`src/rtl/cfu_ram_pkg.sv`:
```
// Shared types and Wishbone widths for the CFU RAM arbiter.
package cfu_ram_pkg;

    localparam int WB_ADR_W = 30;
    localparam int WB_DAT_W = 32;
    localparam int WB_SEL_W = 4;
    localparam int GRANT_W  = 2;
    localparam int TO_CNT_W = 8;

    typedef enum logic {
        ARB_IDLE = 1'b0,
        ARB_BUSY = 1'b1
    } arb_state_t;

    // Returns {err, ack}. An error in the same cycle as an ack suppresses the ack.
    function automatic logic [1:0] resolve_ack_err(input logic ack, input logic err);
        return {err, ack & ~err};
    endfunction

endpackage

```
`src/rtl/cfu_ram_arbiter_rr_pick.sv`:
```
// Round-robin winner selection: the search starts one past the last grant.
module rr_pick
    import cfu_ram_pkg::*;
#(
    parameter int NUM_REQ = 2
) (
    input  logic [NUM_REQ-1:0] req_i,
    input  logic [GRANT_W-1:0] last_i,
    output logic [GRANT_W-1:0] win_o,
    output logic               valid_o
);

    // Scan farthest offset first so the nearest requester after last_i overwrites.
    always_comb begin
        win_o   = last_i;
        valid_o = 1'b0;
        for (int k = NUM_REQ; k >= 1; k--) begin
            for (int j = 0; j < NUM_REQ; j++) begin
                if ((j == ((int'(last_i) + k) % NUM_REQ)) && req_i[j]) begin
                    win_o   = GRANT_W'(j);
                    valid_o = 1'b1;
                end
            end
        end
    end

endmodule

```
`src/rtl/cfu_ram_arbiter.sv`:
```
// Round-robin arbiter sharing one Wishbone master among NUM_REQ requesters.
// Optional ack watchdog enabled by defining CFU_RAM_ARB_TIMEOUT_EN.
module cfu_ram_arbiter
    import cfu_ram_pkg::*;
#(
    parameter int NUM_REQ        = 2,
    parameter int TIMEOUT_CYCLES = 255
) (
    input  logic                         clk,
    input  logic                         reset,
    input  logic [NUM_REQ-1:0]           req_cyc,
    input  logic [NUM_REQ-1:0]           req_stb,
    input  logic [NUM_REQ-1:0]           req_we,
    input  logic [WB_ADR_W*NUM_REQ-1:0]  req_adr,
    input  logic [WB_DAT_W*NUM_REQ-1:0]  req_dat_mosi,
    input  logic [WB_SEL_W*NUM_REQ-1:0]  req_sel,
    output logic [NUM_REQ-1:0]           req_ack,
    output logic [NUM_REQ-1:0]           req_err,
    output logic [WB_DAT_W-1:0]          req_dat_miso,
    output logic [WB_ADR_W-1:0]          cfu_ram_adr,
    output logic [WB_DAT_W-1:0]          cfu_ram_dat_mosi,
    output logic [WB_SEL_W-1:0]          cfu_ram_sel,
    output logic                         cfu_ram_cyc,
    output logic                         cfu_ram_stb,
    output logic                         cfu_ram_we,
    output logic [2:0]                   cfu_ram_cti,
    output logic [1:0]                   cfu_ram_bte,
    input  logic [WB_DAT_W-1:0]          cfu_ram_dat_miso,
    input  logic                         cfu_ram_ack,
    input  logic                         cfu_ram_err,
    output logic [GRANT_W-1:0]           grant_id
);

    localparam logic [GRANT_W-1:0] GRANT_RST = GRANT_W'(NUM_REQ - 1);

    arb_state_t         state_q, state_d;
    logic [GRANT_W-1:0] grant_q, grant_d;
    logic [GRANT_W-1:0] last_q, last_d;

    logic [GRANT_W-1:0] pick_win;
    logic               pick_vld;

    logic                sel_cyc, sel_stb, sel_we;
    logic [WB_ADR_W-1:0] sel_adr;
    logic [WB_DAT_W-1:0] sel_dat;
    logic [WB_SEL_W-1:0] sel_sel;

    logic       timeout_hit;
    logic       bus_en;
    logic       route_en;
    logic [1:0] resp;

    rr_pick #(
        .NUM_REQ (NUM_REQ)
    ) u_rr_pick (
        .req_i   (req_cyc),
        .last_i  (last_q),
        .win_o   (pick_win),
        .valid_o (pick_vld)
    );

    // Owner's request fields, selected by comparison so no index exceeds NUM_REQ.
    always_comb begin
        sel_cyc = 1'b0;
        sel_stb = 1'b0;
        sel_we  = 1'b0;
        sel_adr = '0;
        sel_dat = '0;
        sel_sel = '0;
        for (int i = 0; i < NUM_REQ; i++) begin
            if (grant_q == GRANT_W'(i)) begin
                sel_cyc = req_cyc[i];
                sel_stb = req_stb[i];
                sel_we  = req_we[i];
                sel_adr = req_adr[WB_ADR_W*i +: WB_ADR_W];
                sel_dat = req_dat_mosi[WB_DAT_W*i +: WB_DAT_W];
                sel_sel = req_sel[WB_SEL_W*i +: WB_SEL_W];
            end
        end
    end

`ifdef CFU_RAM_ARB_TIMEOUT_EN
    logic [TO_CNT_W-1:0] to_cnt_q, to_cnt_d;

    assign timeout_hit = (state_q == ARB_BUSY) && (to_cnt_q == TO_CNT_W'(TIMEOUT_CYCLES));

    always_comb begin
        to_cnt_d = '0;
        if ((state_q == ARB_BUSY) && !timeout_hit && sel_stb && !cfu_ram_ack && !cfu_ram_err) begin
            to_cnt_d = to_cnt_q + TO_CNT_W'(1);
        end
    end

    always_ff @(posedge clk or posedge reset) begin
        if (reset) begin
            to_cnt_q <= '0;
        end else begin
            to_cnt_q <= to_cnt_d;
        end
    end
`else
    logic unused_timeout_cfg;
    assign unused_timeout_cfg = ^TO_CNT_W'(TIMEOUT_CYCLES);
    assign timeout_hit        = 1'b0;
`endif

    always_comb begin
        state_d = state_q;
        grant_d = grant_q;
        last_d  = last_q;
        case (state_q)
            ARB_IDLE: begin
                if (pick_vld) begin
                    grant_d = pick_win;
                    state_d = ARB_BUSY;
                end
            end
            ARB_BUSY: begin
                if (timeout_hit || !sel_cyc) begin
                    last_d  = grant_q;
                    state_d = ARB_IDLE;
                end
            end
            default: state_d = ARB_IDLE;
        endcase
    end

    always_ff @(posedge clk or posedge reset) begin
        if (reset) begin
            state_q <= ARB_IDLE;
            grant_q <= GRANT_RST;
            last_q  <= GRANT_RST;
        end else begin
            state_q <= state_d;
            grant_q <= grant_d;
            last_q  <= last_d;
        end
    end

    // Reset gates the outputs directly so they drop in the same instant it rises.
    assign route_en = (state_q == ARB_BUSY) && !reset;
    assign bus_en   = route_en && !timeout_hit;
    assign resp     = resolve_ack_err(cfu_ram_ack, cfu_ram_err);

    assign cfu_ram_cyc      = bus_en & sel_cyc;
    assign cfu_ram_stb      = bus_en & sel_stb;
    assign cfu_ram_we       = bus_en & sel_we;
    assign cfu_ram_adr      = bus_en ? sel_adr : '0;
    assign cfu_ram_dat_mosi = bus_en ? sel_dat : '0;
    assign cfu_ram_sel      = bus_en ? sel_sel : '0;
    assign cfu_ram_cti      = 3'b000;
    assign cfu_ram_bte      = 2'b00;

    assign req_dat_miso = cfu_ram_dat_miso;
    assign grant_id     = grant_q;

    always_comb begin
        req_ack = '0;
        req_err = '0;
        for (int i = 0; i < NUM_REQ; i++) begin
            if (route_en && (grant_q == GRANT_W'(i))) begin
                req_ack[i] = resp[0] & ~timeout_hit;
                req_err[i] = resp[1] | timeout_hit;
            end
        end
    end

endmodule
```
`config.mk`:
```
export PLATFORM = sky130hd
export DESIGN_NAME = cfu_ram_arbiter
export DESIGN_NICKNAME = d
export VERILOG_FILES = /design/src/rtl/cfu_ram_pkg.sv /design/src/rtl/cfu_ram_arbiter_rr_pick.sv /design/src/rtl/cfu_ram_arbiter.sv
export SDC_FILE = /design/constraint.sdc
export NUM_CORES = 1
export LEC_CHECK = 0
export ABC_AREA = 1
export CAP_MARGIN = 20
export CORE_AREA = 2 2 111 113
export CTS_BUF_LIST = sky130_fd_sc_hd__clkbuf_8 sky130_fd_sc_hd__clkbuf_16
export CTS_CLUSTER_DIAMETER = 120
export DETAILED_ROUTE_END_ITERATION = 10
export DIE_AREA = 0 0 113 115
export GPL_TIMING_DRIVEN = 0
export PLACE_DENSITY_LB_ADDON = 0.2
export SKIP_LAST_GASP = 1
export SYNTH_ARGS = -nofsm -noshare
export SYNTH_HDL_FRONTEND = slang
export SYNTH_SLANG_ARGS = --single-unit
```
`constraint.sdc`:
```
create_clock -name clk -period 2.5 [get_ports clk]
set_input_delay 0.5 -clock clk [delete_from_list [all_inputs] [get_ports clk]]
set_output_delay 0.5 -clock clk [all_outputs]
set_load 0.005 [all_outputs]
```
==> reports/metrics.csv <==
metric,value,unit
status,finished with violations,
failed_checks,DRC,
dpl.cell_count,698,
dpl.hpwl,7250,um
synth_area,0.00149,mm^2
period_needed,2490,ps
grt-ovfl-total,0,
dpl-instance-area,0.00417,mm^2
arrival,1990,ps
nFillCells,1280,
drt_iter0_drc,147,
path_depth,8,
core,0.0118,mm^2
cp_max_fo,10,
crit_buf_inv,4,
yosysWarnings,0,
clockBufferDepth,2,
critPathSlowestCell,clkdlybuf4s50_1,
layout-drive-gt1-share,14.2,%
grt_pass1_vias,2703,
syn2layout_area_growth,197,%
synthCells,299,
antenna_cells,0,
start_util,12.6,%
finalClockSkew,0.710,ps
crit_type,in -> out,
irDropWorstVdd,0.176,mV
critical-path-top-delay-family,buffers and inverters,
power_density,527,mW/mm^2
cts_made_buffers,3,
rsz0062_at_grt,yes,
vias,2855,
fmaxAchievable,401,MHz
final_cells,712,
place_ws,-594,ps
finalSetupViolCount,0,
leakagePower,0.00224,uW
port_buffers,248,
root_buffer,clkbuf_16,
die_w,113,um
cpMostUsedCell,nand2_1,
critPathRequiredTime,2000,ps
end_kind,output port,
postRouteAntennaNets,0,
r2r_cells,6,
htree_num_levels,1,
startpoint_type,primary input,
grt_max_degree,11,
worstHoldPathType,in -> async,
whs,293,ps
nets,741,
wl,8810,um
syn_avg_cell_area,4.99,um^2
hold_viol,0,
seqCellArea,103,um^2
stdcell_area,0.00444,mm^2
clk_latency,220,ps
die-area,0.0130,mm^2
ys_types,18,
max_cap_violations,0,
ys_seq_elements,4,
clk_pin_slew,30,ps
fin_ws,8.52,ps
crit_chain,"clkdlybuf4s15_2, nor2_4, nand3_4, inv_6, buf_2, nand2_1, nand2_1, clkdlybuf4s50_1",
cts_tree,done,
grt_pass1_wl,12400,um
grt_use_total,11.6,%
multiInputGateArea,0.00101,mm^2
dr.pass1.iters,7,
gp_congestion,0.795,
fin_crit_sh,99.7,%
maxSlewViolCount,0,
routedWlPerCell,12.4,um
ys_seq_area_share,6.87,%
io_pins,286,
rows,40,
cts.sinks,4,
antenna_found_initial,0,
critical-path-max-stage-delay,520,ps
drc,19,
via_per_inst,4.01,
die_h,115,um
-- sequential cells by signal, summed over array words and instances, names as in the netlist --
signal    count
last_q        1
state_q       1
grant_id      2
-- metal layers --
layer	share of wire, %	GRT usage [%]
met1	35	12.4
met2	52	23.4
met3	11	2.21
met4	1.1	2.44
met5	0	0
-- metrics by stage --
stage          util [%]  TNS, ps  total power [uW]
2_1_floorplan         -        0               875
3_3_place_gp       35.3   -35480              1990
3_5_place_dp       35.3   -35930              1990
4_1_cts            36.6     -934              2320
5_1_grt            37.6    -2640              2540
6_report           37.6        0              2340
-- cell usage in the layout (no fill, tap or decap), drive strengths merged --
cell / instances
clkdlybuf4s50: 232
nand3: 74
dfstp: 2
clkbuf: 15
conb: 5
nor2: 6
dfrtp: 2
nand4: 1
nand2: 147
nor3: 2
dlygate4sd2: 3
dlymetal6s2s: 12
clkdlybuf4s15: 1
inv: 6
buf: 57
-- cell usage after synthesis --
cell | instances | area (um^2)
buf_4 | 37 | 278
inv_1 | 4 | 15.0
nor2_4 | 1 | 11.3
nand3_1 | 73 | 365
nand3_2 | 1 | 10.0
clkbuf_1 | 9 | 33.8
inv_2 | 2 | 7.51
buf_1 | 2 | 7.51
nand2_1 | 147 | 552
nand4_1 | 1 | 6.26
conb_1 | 1 | 3.75
nor3_1 | 2 | 10.0
dfrtp_1 | 2 | 50.1
nor2_1 | 4 | 15.0
dfstp_2 | 2 | 52.6
buf_6 | 3 | 33.8
nor2_2 | 1 | 6.26
buf_2 | 7 | 35.0
-- worst paths after layout --
kind | slack [ps] | start | to
max | 9 | reset | cfu_ram_adr[4]
min | 290 | reset | grant_id[1]
max reg2reg | 1220 | grant_id[0] | state_q
min reg2reg | 460 | last_q[0] | last_q[0]
max in group asynchronous | 1980 | reset | last_q[0]
min in group clk | 460 | last_q[0] | last_q[0]
-- power by group --
| part | internal, uW | switching, uW |
|---|---|---|
| logic | 1120 | 841 |
| registers | 101 | 34.1 |
| clock network | 204 | 41.8 |
| total | 1420 | 917 |
-- cell families (layout without fill, tap and decap cells) --
family                 count (synthesis)  count (layout)  share of synthesized area [%]
other                                  1               5                          0.251
DFF                                    4               4                           6.87
buffers and inverters                 64             326                           27.5
and+or+nand+nor                      230             230                           65.4
-- cell type report --
type | count | area share, %
multi-input cells | 235 | 22.7
well taps | 147 | 4.14
flip-flops and latches | 4 | 2.31
repair buffers | 259 | 58.8
clock buffers | 3 | 1.69
inverters | 6 | 0.620
plain buffers | 58 | 9.75
-- timing repair --
item	in CTS	in global routing
setup endpoints to repair	73	61
gates resized for setup	21	29
gates cloned	0	1
hold buffers	0	0
buffers inserted	5	5
pin swaps	1	2
No activity file was read; power rests on OpenSTA's default activity.
